File: config.mk
export PLATFORM = sky130hd
export DESIGN_NAME = mips_cpu_run_monitor
export DESIGN_NICKNAME = d
export VERILOG_FILES = /design/src/rtl/mips_cpu_run_pkg.sv /design/src/rtl/mips_cpu_sat_counter.sv /design/src/rtl/mips_cpu_run_monitor.sv
export SDC_FILE = /design/constraint.sdc
export NUM_CORES = 1
export LEC_CHECK = 0
export CAP_MARGIN = 20
export CORE_MARGIN = 1
export CORE_UTILIZATION = 50
export CTS_CLUSTER_DIAMETER = 30
export DETAILED_ROUTE_END_ITERATION = 6
export HOLD_SLACK_MARGIN = 0.03
export PLACE_DENSITY = 0.87
export SETUP_SLACK_MARGIN = 0.1
export SYNTH_ARGS = -nofsm -noshare
export SYNTH_HDL_FRONTEND = slang
export SYNTH_HIERARCHICAL = 1
export SYNTH_SLANG_ARGS = --single-unit
export TNS_END_PERCENT = 5
File: constraint.sdc
create_clock -name clk -period 4.1 [get_ports clk]
set_input_delay 1.025 -clock clk [delete_from_list [all_inputs] [get_ports clk]]
set_output_delay 1.025 -clock clk [all_outputs]
set_load 0.01 [all_outputs]
File: src/rtl/mips_cpu_run_pkg.sv
// rtl/mips_cpu_run_pkg.sv - shared types for the MIPS CPU run monitor
package mips_cpu_run_pkg;

    localparam int STATUS_W = 3;

    typedef enum logic [2:0] {
        S_IDLE,
        S_RESET,
        S_WAIT_ACTIVE,
        S_RUN,
        S_DRAIN,
        S_DONE
    } run_state_t;

    typedef enum logic [STATUS_W-1:0] {
        ST_NONE         = 3'd0,
        ST_HALT         = 3'd1,
        ST_TIMEOUT      = 3'd2,
        ST_BUS_HANG     = 3'd3,
        ST_NO_ACTIVE    = 3'd4,
        ST_BUS_CONFLICT = 3'd5
    } run_status_t;

endpackage

File: src/rtl/mips_cpu_sat_counter.sv
// rtl/mips_cpu_sat_counter.sv - clearable up-counter that sticks at all-ones
module mips_cpu_sat_counter #(
    parameter int W = 32
) (
    input  logic         clk,
    input  logic         rst_n,
    input  logic         clr,
    input  logic         inc,
    output logic [W-1:0] count
);

    always_ff @(posedge clk or negedge rst_n) begin
        if (!rst_n) begin
            count <= '0;
        end else if (clr) begin
            count <= '0;
        end else if (inc && count != '1) begin
            count <= count + W'(1);
        end
    end

endmodule

File: src/rtl/mips_cpu_run_monitor.sv
// rtl/mips_cpu_run_monitor.sv - CPU run sequencer, halt/timeout detector and bus monitor
module mips_cpu_run_monitor
    import mips_cpu_run_pkg::*;
#(
    parameter int TIMEOUT_CYCLES = 100,
    parameter int RESET_CYCLES   = 1,
    parameter int STALL_LIMIT    = 16,
    parameter int CNT_W          = 32
) (
    input  logic                clk,
    input  logic                reset_n,
    input  logic                start,
    output logic                cpu_reset,
    input  logic                cpu_active,
    input  logic [31:0]         cpu_register_v0,
    input  logic                bus_read,
    input  logic                bus_write,
    input  logic                bus_waitrequest,
    output logic                done,
    output logic [STATUS_W-1:0] status,
    output logic [31:0]         result,
    output logic [CNT_W-1:0]    cycle_count,
    output logic [CNT_W-1:0]    read_count,
    output logic [CNT_W-1:0]    write_count,
    output logic [CNT_W-1:0]    stall_count
);

    localparam int RC_W = (RESET_CYCLES > 1) ? $clog2(RESET_CYCLES) : 1;
    localparam int SC_W = $clog2(STALL_LIMIT + 1);
    // A timeout wider than the cycle counter can never be reached.
    localparam bit TO_REACHABLE = (CNT_W >= 31) || (TIMEOUT_CYCLES < (1 << CNT_W));

    run_state_t          state, state_n;
    run_status_t         status_q, status_n;
    logic [31:0]         result_q, result_n;
    logic [RC_W-1:0]     rst_cnt, rst_cnt_n;
    logic [SC_W-1:0]     consec, consec_n;
    logic [CNT_W-1:0]    cyc_next;
    logic                clr, in_run, stall;
    logic                cyc_inc, rd_inc, wr_inc, st_inc;

    assign in_run   = (state == S_RUN);
    assign stall    = (bus_read || bus_write) && bus_waitrequest;
    assign cyc_next = (cycle_count == '1) ? cycle_count : cycle_count + CNT_W'(1);

    assign cyc_inc  = (state == S_WAIT_ACTIVE) || in_run;
    assign rd_inc   = in_run && bus_read && !bus_waitrequest;
    assign wr_inc   = in_run && bus_write && !bus_waitrequest;
    assign st_inc   = in_run && stall;

    always_ff @(posedge clk or negedge reset_n) begin
        if (!reset_n) begin
            state    <= S_IDLE;
            status_q <= ST_NONE;
            result_q <= '0;
            rst_cnt  <= '0;
            consec   <= '0;
        end else begin
            state    <= state_n;
            status_q <= status_n;
            result_q <= result_n;
            rst_cnt  <= rst_cnt_n;
            consec   <= consec_n;
        end
    end

    always_comb begin
        state_n   = state;
        status_n  = status_q;
        result_n  = result_q;
        rst_cnt_n = rst_cnt;
        consec_n  = '0;
        clr       = 1'b0;
        case (state)
            S_IDLE, S_DONE: begin
                if (start) begin
                    state_n   = S_RESET;
                    status_n  = ST_NONE;
                    result_n  = '0;
                    rst_cnt_n = '0;
                    clr       = 1'b1;
                end
            end
            S_RESET: begin
                if (rst_cnt == RC_W'(RESET_CYCLES - 1)) begin
                    state_n = S_WAIT_ACTIVE;
                end else begin
                    rst_cnt_n = rst_cnt + RC_W'(1);
                end
            end
            S_WAIT_ACTIVE: begin
                if (cpu_active) begin
                    state_n = S_RUN;
                end else begin
                    state_n  = S_DONE;
                    status_n = ST_NO_ACTIVE;
                end
            end
            S_RUN: begin
                consec_n = stall ? consec + SC_W'(1) : '0;
                // Exit conditions are checked in priority order; halt wins.
                if (!cpu_active) begin
                    state_n = S_DRAIN;
                end else if (bus_read && bus_write) begin
                    state_n  = S_DONE;
                    status_n = ST_BUS_CONFLICT;
                end else if (consec_n == SC_W'(STALL_LIMIT)) begin
                    state_n  = S_DONE;
                    status_n = ST_BUS_HANG;
                end else if (TO_REACHABLE && cyc_next == CNT_W'(TIMEOUT_CYCLES)) begin
                    state_n  = S_DONE;
                    status_n = ST_TIMEOUT;
                end
            end
            S_DRAIN: begin
                // Sample $v0 one cycle after halt so the last writeback is visible.
                state_n  = S_DONE;
                status_n = ST_HALT;
                result_n = cpu_register_v0;
            end
            default: state_n = S_IDLE;
        endcase
    end

    assign cpu_reset = (state == S_IDLE) || (state == S_RESET) || (state == S_DONE);
    assign done      = (state == S_DONE);
    assign status    = status_q;
    assign result    = result_q;

    mips_cpu_sat_counter #(.W(CNT_W)) u_cycle_cnt (
        .clk(clk), .rst_n(reset_n), .clr(clr), .inc(cyc_inc), .count(cycle_count)
    );
    mips_cpu_sat_counter #(.W(CNT_W)) u_read_cnt (
        .clk(clk), .rst_n(reset_n), .clr(clr), .inc(rd_inc), .count(read_count)
    );
    mips_cpu_sat_counter #(.W(CNT_W)) u_write_cnt (
        .clk(clk), .rst_n(reset_n), .clr(clr), .inc(wr_inc), .count(write_count)
    );
    mips_cpu_sat_counter #(.W(CNT_W)) u_stall_cnt (
        .clk(clk), .rst_n(reset_n), .clr(clr), .inc(st_inc), .count(stall_count)
    );

endmodule

==> results of run 1 <==
-- metrics by stage --
| stage | total power, mW | std cells | utilization (%) | hold WS, ns | worst slack [ns] |
|---|---|---|---|---|---|
| floorplan | 2.79 | 1134 | - | 0.475 | 1.17 |
| global placement | 3.40 | 1567 | 63.1 | 0.478 | 0.450 |
| detailed placement | 3.44 | 1567 | 63.1 | 0.481 | 0.305 |
| CTS | 5.06 | 1599 | 66.1 | 0.496 | 0.759 |
| global route | 5.30 | 1600 | 66.1 | 0.499 | 0.555 |
| finish | 5.01 | 1600 | 66.1 | 0.492 | 0.710 |
-- flip-flops by register name (all words and copies together) (netlist names) --
| name | count |
|---|---|
| u_write_cnt/count | 32 |
| u_cycle_cnt/count | 32 |
| status | 3 |
| u_read_cnt/count | 32 |
| result | 32 |
| state | 3 |
| u_stall_cnt/count | 32 |
| consec | 5 |
-- cell type report --
class | instances | area share, %
Multi-Input combinational cell | 884 | 42.7
Sequential cell | 171 | 32.8
Timing Repair Buffer | 212 | 16.4
Clock buffer | 20 | 3.43
Tap cell | 265 | 2.54
Clock inverter | 12 | 1.07
Inverter | 35 | 1.01
Antenna cell | 1 | 0.0192
-- report_power, final --
group	leakage, nW	switching [mW]	total, mW	internal, mW
clock	0.274	0.688	1.61	0.921
sequential	2.35	0.145	2.00	1.85
combinational	2.52	0.819	1.40	0.582
total	5.15	1.65	5.01	3.36
-- final timing paths --
check | from | to | slack [ns] | cells after the start
max | bus_write | u_write_cnt/count[27]$_DFFE_PN0P_ | 0.71 | 7
min in group asynchronous | reset_n | u_write_cnt/count[14]$_DFFE_PN0P_ | 0.58 | 1
max in group asynchronous | reset_n | u_stall_cnt/count[13]$_DFFE_PN0P_ | 2.74 | 2
min | status[0]$_DFFE_PN0P_ | status[0]$_DFFE_PN0P_ | 0.49 | 1
min reg2reg | status[0]$_DFFE_PN0P_ | status[0]$_DFFE_PN0P_ | 0.49 | 1
max reg2reg | state[2]$_DFFE_PN0P_ | u_write_cnt/count[27]$_DFFE_PN0P_ | 0.81 | 9
-- critical path: stages --
cell and delay, ns:
clkdlybuf4s50_1 0.58, nor3b_1 0.54, and3_1 0.33, nand4_1 0.11
a21o_1 0.35, nor4_1 0.39, mux2_2 0.38
-- metal layers --
| metal | wire length, um | up-vias |
|---|---|---|
| li1 | - | 4489 |
| met1 | 11600 | 4603 |
| met2 | 12800 | 354 |
| met3 | 1840 | 48 |
| met4 | 824 | 0 |
| met5 | 0 | - |
-- cell usage in the layout, fill, tap and decap left out, types with 32 or more instances in the layout --
cell	count
clkdlybuf4s50_1	202
nand3_1	64
nand2_1	127
inv_1	35
xnor2_1	45
a21oi_1	52
nor2_1	120
and3_1	32
o21ai_0	59
nand4_1	35
dfrtp_1	171
-- cell families (layout without fill, tap and decap cells) --
family                     Yosys count  in the layout  synth area share [%]
and+or+nand+nor                    568            568                  30.6
adders and majority gates            6              6                 0.738
other                                0              1                     0
DFF                                171            171                  42.1
AOI/OAI and AO/OA                  214            214                  14.2
buffers and inverters               79            279                  3.22
xor gates and xnor gates            62             62                  5.34
muxes                               34             34                  3.83
==> results.cfg, run 1 <==
[status]
outcome = finished, final reports clean

[sta]
post-route-period-util_pct = 82.7
tightest_slew_ns = 0.921
finalWorstPathRequiredPeriod_ns = 3.39
clock_skew_ns = 0.00986
tns_ns = 0
final_hold_viol_count = 0
slew_viol_final = 0
grt_setup_unrepaired = false
setup_viol = 0
clock.fmax_mhz = 295
slew_headroom_pct = 38.5

[grt]
gr-usage-met3_pct = 5.86
grt.met2_usage_pct = 42.7
grt_overflow_total = 0
grtUsageMet1_pct = 33.4
antenna_found_initial = 1
busiest_layer = met2
grt_pass1_wl_mm = 43.6
track_usage_pct = 26.2
first_global_vias = 8790
grt_max_degree = 118

[finish]
stdcell_area_mm2 = 0.0130
syn2layout_area_growth_pct = 28.2
final_layout_size_suffix_gt1_share_pct = 8.62
register_area_mm2 = 0.00428
multi_input_area_mm2 = 0.00557
fillers = 1574
fin_nets = 1366

[cts]
cts_tree = yes
postCtsHoldBufs = 0
clkSinkCount = 171
clk-insertion-delay-late_ns = 0.43
clockBufferDepth = 2
cts_max_level = 4
clk_pin_slew_ns = 0.07
postCtsSetupBuffers = 0
cts_root_buf = clkbuf_16
post_cts_resized = 0
cts_made_buffers = 17

[floorplanning]
ios = 204
core-area_mm2 = 0.0197
initial_core_util_pct = 51.6
die_height_um = 145
die_w_um = 145
row_count = 51
die-area_mm2 = 0.0209

[logic_synthesis]
ys.flop_type = dfrtp_1
syn_area_mm2 = 0.0102
synth_area_leaders = dfrtp_1 42%, nand2_1 4.7%, nor2_1 4.5%
yosysMostFrequentCell = dfrtp_1
avgSynthCellArea_um2 = 8.97
synth_cells = 1134
synth_edf_count = 0
yosys.area.top_type_share_pct = 42.1
synth.net_count = 1179
synth_common_cells = 171 x dfrtp_1, 127 x nand2_1, 121 x nor2_1
ys_seq_area_share_pct = 42.1
yosysTopAreaCell = dfrtp_1
ys_types = 65
synthArstFlopShare_pct = 100
synth_warnings = 6
synth-seq-cells = 171

[setup_path]
worst_setup_path_start_kind = primary input
worstPathArrival_ns = 3.70
worstPathRequired_ns = 4.41
crit_fanout = 19
cp-end-kind = register
crit_type = in -> reg

[drt]
wl_per_cell_um = 16.9
via_per_inst = 5.93
drtAntennaViolNets = 0
drtIter0Drc = 600
route.detailed.drc = 0
first_pass_iters = 6
via_count = 9494
totalWireLength_mm = 27.1

[placed_design]
hpwl_mm = 19.0
numPortBuffers = 203
gp_congestion = 0.912
place_area_mm2 = 0.0124

[pwr]
p_leak_nw = 5.15
power_density_mw_per_mm2 = 384
vdd_ir_drop_max_mv = 0.453

[min_path]
min_path_type = reg -> reg

[job]
timing.max_cap.violations = 0
No activity file was read; power rests on OpenSTA's default activity.
==> inputs of run 2 (changes only) <==
- CORE_UTILIZATION: 50 -> 48
- clock period: 4.1 -> 2.8 ns (I/O delays scaled with it)
==> results.cfg, run 2 (synthesized netlist as in run 1, its figures left out) <==
[finish]
final_layout_size_suffix_gt1_share_pct = 16.9
fillers = 1568
stdcell_count = 1702
fin_nets = 1463
stdcell_area_mm2 = 0.0140
final_cell_mix = 202 x clkdlybuf4s50_1, 160 x dfrtp_1, 125 x nand2_1
syn2layout_area_growth_pct = 37.6
final_common_cell = clkdlybuf4s50_1

[sta]
setup_viol = 0
tightest_slew_ns = 0.751
post-route-period-util_pct = 98.2
slew_viol_final = 0
final_hold_viol_count = 0
finalWorstPathRequiredPeriod_ns = 2.75
holdWs_ns = 0.222
clock.fmax_mhz = 364
slew_headroom_pct = 49.5
grt_setup_unrepaired = true
clock_skew_ns = 0.0139

[pwr]
seqPwrFrac_pct = 37.9
p_int_mw = 5.04
power_density_mw_per_mm2 = 544
clockPowerShare_pct = 31.5
p_switching_mw = 2.57
p_leak_nw = 5.70
p_comb_share_pct = 30.6
p_sw_share_pct = 33.7
total_power_mw = 7.61
vdd_ir_drop_max_mv = 0.398

[setup_path]
cpMostUsedCell = buf_4
slowest_stage = a2111oi_4
cpPeakStageDelay_ns = 0.39
path_cells = buf_4 -> nand4_1 -> nor4_2 -> buf_4 -> and2_1 -> buf_4 -> o21a_1 -> o22ai_2 -> a2111oi_4 -> a22oi_2 -> mux2_1
worstPathArrival_ns = 3.05
crit_type = reg -> reg
crit_fanout = 7
worstPathRequired_ns = 3.10
worst_setup_path_start_kind = register
cp-end-kind = register

[job]
timing.max_cap.violations = 0

[drt]
first_pass_iters = 5
drtAntennaViolNets = 0
wl_per_cell_um = 17.5
drtIter0Drc = 705
route.detailed.drc = 0
via_per_inst = 5.93
totalWireLength_mm = 29.7
via_count = 10100

[grt]
grt_max_degree = 70
track_usage_pct = 27.1
grt_overflow_total = 0
grt_pass1_wl_mm = 47.9
first_global_vias = 9653
antenna_found_initial = 1

[status]
outcome = finished, final reports clean

[cts]
cts_root_buf = clkbuf_16
cts_tree = yes
clockBufferDepth = 2
clkSinkCount = 171
cts_made_buffers = 17
clk-insertion-delay-late_ns = 0.43
clk_pin_slew_ns = 0.08
cts_max_level = 4
postCtsHoldBufs = 0

[placed_design]
place_area_mm2 = 0.0131
placed_cells = 1652
hpwl_mm = 21.2
numPortBuffers = 203
gp_congestion = 0.899

[floorplanning]
row_count = 52
die_height_um = 148
initial_core_util_pct = 49.6
ios = 204
core-area_mm2 = 0.0205
die-area_mm2 = 0.0218
die_w_um = 148

[min_path]
min_path_type = in -> async
[run 2: changes by cell type in the layout (fill, tap and decap cells not counted), sizes merged]
cell      before  now
buf           10  107
bufinv         2    1
clkbuf        20   19
inv           38   44
clkinvlp       4    0
[run 2: what timing repair did]
action | in CTS | in global routing
endpoints found under the hold margin | 0 | 0
setup buffers | 0 | 17
pin swaps | 0 | 10
resized for setup | 1 | 29
setup endpoints to repair | 3 | 29
[run 2: final cells by class]
type	instances	area (um2)	area share, %
diodes	1	2.50	0.0179
clock buffers	19	453	3.24
flip-flops and latches	171	4290	30.7
clock inverters	13	145	1.04
inverters	35	131	0.939
well taps	270	338	2.41
multi-input cells	884	5710	40.8
repair buffers	309	2920	20.9
[run 2: metal layers]
metal  wire length [um]  share of wire (%)  GRT usage (%)  up-vias
li1                   -                  -              -     4682
met1              12700                 43           35.6     4928
met2              14100                 48           44.7      406
met3               1950                6.5           4.41       71
met4                900                3.0           10.9        0
met5                  0                  0              0        -
[run 2: final timing paths]
| path | start | end | slack (ns) | cells after the start |
|---|---|---|---|---|
| max | u_cycle_cnt/count[18]$_DFFE_PN0P_ | status[0]$_DFFE_PN0P_ | 0.05 | 11 |
| min | reset_n | u_write_cnt/count[13]$_DFFE_PN0P_ | 0.22 | 1 |
| max reg2reg | u_cycle_cnt/count[18]$_DFFE_PN0P_ | status[0]$_DFFE_PN0P_ | 0.05 | 11 |
| min reg2reg | consec[0]$_DFF_PN0_ | consec[0]$_DFF_PN0_ | 0.53 | 1 |
| max in group asynchronous | reset_n | consec[0]$_DFF_PN0_ | 1.89 | 2 |
| min in group clk | consec[0]$_DFF_PN0_ | consec[0]$_DFF_PN0_ | 0.53 | 1 |
[run 2: metrics by stage]
step	util (%)	setup WS, ns	setup TNS [ns]
finish	68.3	0.0492	0
global route	68.3	-0.0811	-0.237
CTS	67.0	0.0730	0
detailed placement	64.0	-0.263	-5.41
global placement	64.0	-0.239	-4.02
floorplan	-	0.110	0
[run 2: critical path: cells and delay by family, from the launching register on]
kind,cells,cell delay [ns]
compound gates,4,0.80
flops,1,0.37
simple gates,3,0.68
mux,1,0.33
buf+inv,3,0.47
[run 2: power groups by stage]
stage,Sequential [mW],Clock [mW],Combinational (mW)
6_report,2.88,2.40,2.33
5_1_grt,2.91,2.54,2.54
4_1_cts,2.88,2.45,2.31
3_5_place_dp,2.93,0,2.30
3_3_place_gp,2.91,0,2.24
2_1_floorplan,3.03,0,1.06
